[src/rtl/fetch_sequencer.sv]
// fetch_sequencer: instruction-fetch control between the PC register,
// instruction memory and decode.
//   clk, rst           : clock, asynchronous active-high reset
//   pc_cur_i           : current PC from the PC register
//   pc_we_o/pc_wdata_o : one-cycle PC write strobe and next-PC value
//   imem_req_o/addr_o  : fetch request and address
//   imem_ack_i/rdata_i : memory response strobe and instruction word
//   inst_valid_o, inst_o, inst_pc_o, inst_ready_i : decode handshake
//   redir_valid_i/target_i : single-cycle redirect request
//   stall_i            : blocks the start of a new fetch
//   fetch_err_o        : sticky fetch-timeout flag (cleared by redirect)
//   exc_align_o        : misaligned-redirect pulse
// Optional feature macro: FETCH_ALIGN_EXC_EN (misaligned redirect -> EXC_VEC).
module fetch_sequencer #(
  parameter logic [31:0] RESET_PC    = 32'h0040_0000,
  parameter int unsigned TIMEOUT_CYC = 255,
  parameter logic [31:0] EXC_VEC     = 32'h0040_0004
) (
  input  logic        clk,
  input  logic        rst,
  input  logic [31:0] pc_cur_i,
  output logic        pc_we_o,
  output logic [31:0] pc_wdata_o,
  output logic        imem_req_o,
  output logic [31:0] imem_addr_o,
  input  logic        imem_ack_i,
  input  logic [31:0] imem_rdata_i,
  output logic        inst_valid_o,
  output logic [31:0] inst_o,
  output logic [31:0] inst_pc_o,
  input  logic        inst_ready_i,
  input  logic        redir_valid_i,
  input  logic [31:0] redir_target_i,
  input  logic        stall_i,
  output logic        fetch_err_o,
  output logic        exc_align_o
);

  localparam int unsigned CNT_W = 8;
  localparam logic [CNT_W-1:0] CNT_LAST = CNT_W'(TIMEOUT_CYC - 1);

  typedef enum logic [1:0] {S_IDLE, S_FETCH, S_HOLD, S_WAITPC} state_t;

  state_t           state_q, state_d;
  logic             pc_we_q, pc_we_d;
  logic [31:0]      pc_wdata_q, pc_wdata_d;
  logic             imem_req_q, imem_req_d;
  logic [31:0]      imem_addr_q, imem_addr_d;
  logic             inst_valid_q, inst_valid_d;
  logic [31:0]      inst_q, inst_d;
  logic [31:0]      inst_pc_q, inst_pc_d;
  logic             fetch_err_q, fetch_err_d;
  logic             exc_align_q, exc_align_d;
  logic [CNT_W-1:0] cnt_q, cnt_d;

  // The PC register loads pc_wdata at the edge ending a pc_we cycle, so a
  // fetch launched in that cycle takes the value being written instead.
  logic [31:0] pc_now;
  assign pc_now = pc_we_q ? pc_wdata_q : pc_cur_i;

  // Redirect destination and misalignment flag.
  logic        redir_misal;
  logic [31:0] redir_pc;
`ifdef FETCH_ALIGN_EXC_EN
  assign redir_misal = (redir_target_i[1:0] != 2'b00);
  assign redir_pc    = redir_misal ? EXC_VEC : {redir_target_i[31:2], 2'b00};
`else
  assign redir_misal = 1'b0;
  assign redir_pc    = {redir_target_i[31:2], 2'b00};
`endif

  // State and output registers.
  always_ff @(posedge clk or posedge rst) begin
    if (rst) begin
      state_q      <= S_IDLE;
      pc_we_q      <= 1'b0;
      pc_wdata_q   <= RESET_PC;
      imem_req_q   <= 1'b0;
      imem_addr_q  <= 32'h0;
      inst_valid_q <= 1'b0;
      inst_q       <= 32'h0;
      inst_pc_q    <= RESET_PC;
      fetch_err_q  <= 1'b0;
      exc_align_q  <= 1'b0;
      cnt_q        <= '0;
    end else begin
      state_q      <= state_d;
      pc_we_q      <= pc_we_d;
      pc_wdata_q   <= pc_wdata_d;
      imem_req_q   <= imem_req_d;
      imem_addr_q  <= imem_addr_d;
      inst_valid_q <= inst_valid_d;
      inst_q       <= inst_d;
      inst_pc_q    <= inst_pc_d;
      fetch_err_q  <= fetch_err_d;
      exc_align_q  <= exc_align_d;
      cnt_q        <= cnt_d;
    end
  end

  // Next-state and next-output logic; a redirect overrides every state.
  always_comb begin
    state_d      = state_q;
    pc_we_d      = 1'b0;
    pc_wdata_d   = pc_wdata_q;
    imem_req_d   = imem_req_q;
    imem_addr_d  = imem_addr_q;
    inst_valid_d = inst_valid_q;
    inst_d       = inst_q;
    inst_pc_d    = inst_pc_q;
    fetch_err_d  = fetch_err_q;
    exc_align_d  = 1'b0;
    cnt_d        = cnt_q;

    if (redir_valid_i) begin
      pc_we_d      = 1'b1;
      pc_wdata_d   = redir_pc;
      exc_align_d  = redir_misal;
      inst_valid_d = 1'b0;
      imem_req_d   = 1'b0;
      cnt_d        = '0;
      fetch_err_d  = 1'b0;
      state_d      = S_WAITPC;
    end else begin
      case (state_q)
        S_IDLE: begin
          if (!stall_i) begin
            state_d     = S_FETCH;
            imem_req_d  = 1'b1;
            imem_addr_d = pc_now;
          end
        end
        S_FETCH: begin
          if (imem_ack_i) begin
            inst_d       = imem_rdata_i;
            inst_pc_d    = pc_cur_i;
            inst_valid_d = 1'b1;
            imem_req_d   = 1'b0;
            cnt_d        = '0;
            state_d      = S_HOLD;
          end else if (cnt_q == CNT_LAST) begin
            imem_req_d  = 1'b0;
            fetch_err_d = 1'b1;
            cnt_d       = '0;
            state_d     = S_IDLE;
          end else begin
            cnt_d = cnt_q + CNT_W'(1);
          end
        end
        S_HOLD: begin
          if (inst_ready_i) begin
            inst_valid_d = 1'b0;
            pc_we_d      = 1'b1;
            pc_wdata_d   = pc_cur_i + 32'd4;
            state_d      = stall_i ? S_IDLE : S_WAITPC;
          end
        end
        S_WAITPC: begin
          if (stall_i) begin
            state_d = S_IDLE;
          end else begin
            state_d     = S_FETCH;
            imem_req_d  = 1'b1;
            imem_addr_d = pc_now;
          end
        end
        default: state_d = S_IDLE;
      endcase
    end
  end

  assign pc_we_o      = pc_we_q;
  assign pc_wdata_o   = pc_wdata_q;
  assign imem_req_o   = imem_req_q;
  assign imem_addr_o  = imem_addr_q;
  assign inst_valid_o = inst_valid_q;
  assign inst_o       = inst_q;
  assign inst_pc_o    = inst_pc_q;
  assign fetch_err_o  = fetch_err_q;
  assign exc_align_o  = exc_align_q;

endmodule

[config.mk]
export PLATFORM = sky130hd
export DESIGN_NAME = fetch_sequencer
export DESIGN_NICKNAME = d
export VERILOG_FILES = /design/src/rtl/fetch_sequencer.sv
export SDC_FILE = /design/constraint.sdc
export NUM_CORES = 1
export LEC_CHECK = 0
export CORE_MARGIN = 2
export CORE_UTILIZATION = 40
export CTS_CLUSTER_DIAMETER = 50
export DETAILED_ROUTE_END_ITERATION = 10
export GPL_ROUTABILITY_DRIVEN = 0
export PLACE_DENSITY = 0.74
export SLEW_MARGIN = 5
export SYNTH_ARGS = -nofsm -noshare
export SYNTH_HDL_FRONTEND = slang
export SYNTH_SLANG_ARGS = --single-unit
[constraint.sdc]
create_clock -name clk -period 7.6 [get_ports clk]
set_clock_uncertainty 0.2 [all_clocks]
set_input_delay 1.9 -clock clk [delete_from_list [all_inputs] [get_ports clk]]
set_output_delay 1.9 -clock clk [all_outputs]
set_load 0.005 [all_outputs]
# Word level (Yosys, flattened, before mapping)

Index checks and enable logic that the tools add are counted.
W data, S select, Z words.

Order comparisons: 0
Divide/modulo/power cells: 0
Equal/unequal tests: 10
Bitwise operators: 2
Mux-type cells: 32
Add/sub/neg operators: 2
Shift-type cells: 0
Multiply operators: 0
Reductions and logical operators: 15

Operators with widths:

| cell                    | count |
|---|---|
| $mux W32                | 4 |
| $add A32 B3 Y32 const B | 1 |
| $mux W8                 | 4 |
| $reduce_and A3 Y1       | 6 |
| $mux W1                 | 15 |
| $mux W2                 | 6 |
| $ne A3 B3 Y1 const B    | 4 |
| $add A8 B1 Y8 const B   | 1 |
| $eq A8 B8 Y1 const B    | 1 |
| $pmux W2 S4             | 1 |
| $reduce_bool A2 Y1      | 4 |
| $reduce_bool A3 Y1      | 2 |
| $eq A2 B2 Y1 const B    | 2 |
| $ne A4 B4 Y1 const B    | 1 |
| $pmux W1 S2             | 2 |
| $eq A2 B1 Y1 const B    | 1 |
| $logic_not A2 Y1        | 1 |
| $ne A2 B1 Y1 const B    | 1 |
| $not A1 Y1              | 2 |
| $reduce_and A2 Y1       | 1 |
| $reduce_or A2 Y1        | 1 |

Memory bits (writable): 0
Memories: 0
Bits in read-only memories: 0
Input bits: 102
Word-level logic and storage cells: 71
Bits in latches: 0
Register bits after elaboration: 142

# Longest topological paths before layout

Depth in word-level cells: 5
Depth in mapped cells: 9

# Worst setup path before layout

Ideal clock, no wire load.

Path kind: input to register
Start point: input pc_cur_i[2]
End point: register pc_wdata_q[18] (netlist: pc_wdata_o[18])
Library setup time: 121 ps
Required time: 7279 ps
Slack: 4246 ps
Buffers on the path: 0
Data arrival time: 3033 ps
Stages: 6
Cell sequence: ha_1 nand3_2 nor4_4 and3_1 o21ai_1 a22o_1

Longest elaborated chain between the ends: 4

RTL lines:

| element              | line | text |
|---|---|---|
| start, declared      | 21   | `input logic [31:0] pc_cur_i,` |
| $add A32 B3 Y32      | 154  | `pc_wdata_d = pc_cur_i + 32'd4;` |
| $mux W32             | 151  | `if (inst_ready_i) begin` |
| $mux W32             | 125  | `case (state_q)` |
| $mux W32             | 115  | `if (redir_valid_i) begin` |
| end signal, assigned | 89   | `pc_wdata_q <= pc_wdata_d;` |
| end, declared        | 46   | `logic [31:0] pc_wdata_q, pc_wdata_d;` |

Every way passes these cells. The select of a mux whose other input is x is not followed.
A chain may end at the register's enable or synchronous reset.

# Worst setup path after layout

Start point: register pc_we_q (netlist: pc_we_o)
End point: output pc_we_o

RTL lines:

| element                | line | text |
|---|---|---|
| start, declared        | 45   | `logic pc_we_q, pc_we_d;` |
| start signal, assigned | 88   | `pc_we_q <= pc_we_d;` |
| end, declared          | 22   | `output logic pc_we_o,` |

No word-level cell between the ends.

==> impl_metrics.tcl <==
set metrics [dict create \
    timing.critical_path.cells "clkdlybuf4s50_1" \
    dominantRegCellSynth "dfrtp_1" \
    syn-mean-instance-area_um2 10.9 \
    report.final.slew_viol_count 0 \
    cts-htree-levels 4 \
    fmax_mhz 232 \
    post-place-cells 1015 \
    postSynthCellCount 602 \
    critPathTopFamily "flip-flops" \
    postCtsSetupRepairBufs 0 \
    timing.max_cap.violations 0 \
    grt_first_pass_wirelength_um 30500 \
    power.density_cell_area_mw_per_mm2 346 \
    wl_per_cell_um 18.0 \
    place_worst_setup_slack_ns 3.09 \
    yosysWarnings 0 \
    synth.yosys.seq_area_share_pct 54.1 \
    synth_enable_flop_cells 0 \
    cts_made_buffers 17 \
    start_util_pct 41.1 \
    timing.critical_path.fanout_max 33 \
    final.setup.worst_slack_ns 3.28 \
    yosys_register_bits 142 \
    slew-limit-headroom_pct 24.8 \
    placement_rows 46 \
    floorplan.die_area_mm2 0.0175 \
    critical_path.reg2reg.startpoint "state_q[0]" \
    async_set_or_reset_flop_fraction_in_the_synthesized_netlist_pct 100 \
    antenna_cells 0 \
    detailedRoute.firstIterationViolations 337 \
    ys_types 48 \
    timing.critical_path.required_ns 5.50 \
    start_to_end_type_of_the_worst_setup_path "register to primary output" \
    status "complete, no violations" \
    critical_path.slowest_cell "dfrtp_2" \
    horizontal_die_dimension_um 132 \
    finish.cell_count_without_fillers 1046 \
    setup_repair_after_global_routing_missed_its_margin "false" \
    grt_pass1_vias 5824 \
    detail_route.wirelength_um 18800 \
    chipHeight_um 132 \
    cts_sinks 142 \
    route.antenna.remaining_nets 0 \
    vdd.ir_drop.worst_mv 0.177 \
    leakage_nw 4.10 \
    r2r.worst_path.cells 5 \
    netlist.top_cell.by_area "dfrtp_1" \
    globalRoute.busiestLayer "met2" \
    yosys.area.top_type_share_pct 53.3 \
    slew_at_the_pin_closest_to_its_max_slew_limit_ns 1.13 \
    hold_viol_final 0 \
    worst_path_buffer_plus_inverter_count 1 \
    layout-area-overhead-vs-synth_pct 46.2 \
    design.core.area_mm2 0.0160 \
    syn_nets 710 \
    power.total_mw 3.33 \
    maximum_number_of_pins_on_one_net_before_global_route_repair 89 \
    timing.final.setup_violations 0 \
    dominant_cells_by_area_after_synthesis "dfrtp_1, mux2_2, mux2i_1" \
    timing.final.crit_share_pct 56.8 \
    postCtsHoldBufs 0 \
    global_route.usage.total_pct 22.1 \
    clk_root_buffer_cell "clkbuf_16" \
    dr_total_vias 5381 \
    hp-start "inst_pc_o[16]" \
    layout-drive-gt1-share_pct 11.7 \
    timing.critical_path.from_type "register" \
    drt-pass1-iter-count 4 \
    timing.critical_path.slowest_cell_delay_ns 1.12 \
    syn_area_mm2 0.00658 \
    remaining_drc_errors 0 \
    hp-class "register to register" \
    timing.hold.ws_ns 0.291 \
    cts_tree "built" \
    clock_latency_of_the_later_clocked_register_in_the_worst_skew_pair_ns 0.41 \
    global_routing_usage_on_met2_pct 38.1 \
    hold_path_end "inst_pc_o[16]" \
    setup_total_negative_slack_ns 0 \
    worstHoldPathCells 2 \
    top_level_ports 235 \
    hpwlAfterDp_um 13000 \
    grtUsageMet1_pct 25.8 \
    portBuffers 231 \
    antenna_found_initial 0 \
    cp_data_arrival_time_ns 2.22 \
    max-clock-path-buffers 2 \
    worst_setup_path_end_kind "primary output" \
    fin_nets 926 \
    cts.clk_slew.worst_paths_ns 0.06 \
    reg2reg_setup_slack_ns 4.85 \
    gr-total-overflow 0 \
    met3_resource_use_gr_pct 7.30 \
    post_cts_resize_count 0 \
    reg2reg_end "pc_wdata_o[13]" \
    fin_crit_ns 4.32 \
    detail_route.vias_per_cell 5.14 \
]
[kinds of logic after synthesis]
group	count (synthesis)	share of synthesized area, %
DFF	142	54.1
and+or+nand+nor	184	13.2
muxes	96	15.8
other	1	0.0570
AOI/OAI and AO/OA	94	8.62
adders and majority gates	6	1.14
xor gates and xnor gates	31	4.13
buffers and inverters	48	3.01
[cell usage after synthesis (6+ instances only)]
| cell | number |
|---|---|
| a21oi_1 | 48 |
| buf_2 | 11 |
| clkbuf_1 | 23 |
| dfrtp_1 | 140 |
| ha_1 | 6 |
| inv_1 | 10 |
| mux2_1 | 12 |
| mux2_2 | 50 |
| mux2i_1 | 34 |
| nand2_1 | 61 |
| nand3_1 | 10 |
| nand4_1 | 14 |
| nor2_1 | 69 |
| o21ai_0 | 14 |
| o221ai_1 | 12 |
| xnor2_1 | 7 |
| xor2_1 | 24 |
[worst max path at each step]
stage | depth (start not counted) | to | start | slack (ns)
after floorplan | 1 | cnt_q[0] | rst | 1.69
after global placement | 6 | pc_wdata_o[31] | pc_cur_i[7] | 3.12
after detailed placement | 6 | pc_wdata_o[23] | pc_cur_i[7] | 3.09
after CTS | 1 | pc_we_o | pc_we_o | 3.24
after global routing | 1 | pc_we_o | pc_we_o | 3.17
final | 1 | pc_we_o | pc_we_o | 3.28
[cell usage in the layout, fill, tap and decap left out, types with 2 or more instances in the layout]
master           netlist  final
clkdlybuf4s50_1        0    230
dfrtp_1              140    139
nor2_1                69     69
nand2_1               61     61
mux2_2                50     50
a21oi_1               48     48
mux2i_1               34     34
xor2_1                24     24
clkbuf_16              0     17
o21ai_0               14     14
nand4_1               14     14
mux2_1                12     12
o221ai_1              12     12
nand3_1               10     10
inv_1                 10      9
xnor2_1                7      7
ha_1                   6      6
o31ai_1                5      5
and3_1                 5      5
nor3b_1                4      4
o21ai_1                4      4
clkbuf_8               0      4
clkbuf_1              23      4
buf_4                  1      4
nand2b_1               3      3
and4_1                 3      3
a211oi_1               3      3
clkinv_2               0      3
nor3_1                 2      2
nand4_2                2      2
nor3_4                 1      2
or2_2                  2      2
bufinv_16              0      2
dfstp_2                2      2
[stage by stage]
step	util [%]	area, um^2
2_1_floorplan	-	6580
3_3_place_gp	56.5	9040
3_5_place_dp	56.5	9040
4_1_cts	60.1	9620
5_1_grt	60.1	9620
6_report	60.1	9620
[where the power goes]
group	switching (mW)	total, mW	internal [mW]	leakage, nW
clock network	0.302	0.817	0.515	0.283
registers	0.190	1.25	1.06	1.70
logic	0.464	1.26	0.795	2.12
total	0.956	3.33	2.37	4.10
[registers in the layout, indices dropped and copies added (netlist names)]
| signal | count |
|---|---|
| imem_addr_o | 32 |
| inst_valid_o | 1 |
| fetch_err_o | 1 |
| inst_o | 32 |
| pc_wdata_o | 32 |
| pc_we_o | 1 |
| imem_req_o | 1 |
| cnt_q | 8 |
| inst_pc_o | 32 |
| state_q | 2 |
[layout make-up]
cell class	instances	area, um^2
Tap cell	216	270
Fill cell	1346	6380
Timing Repair Buffer	235	2340
Multi-Input combinational cell	412	2830
Clock inverter	6	82.6
Clock buffer	25	495
Sequential cell	142	3560
Inverter	10	42.5
[per-layer routing]
layer | part of all wire, % | up-vias
met3 | 7.8 | 27
met2 | 50 | 203
met1 | 40 | 2617
li1 | - | 2534
met5 | 0 | -
met4 | 1.9 | 0
No activity file was read; power rests on OpenSTA's default activity.
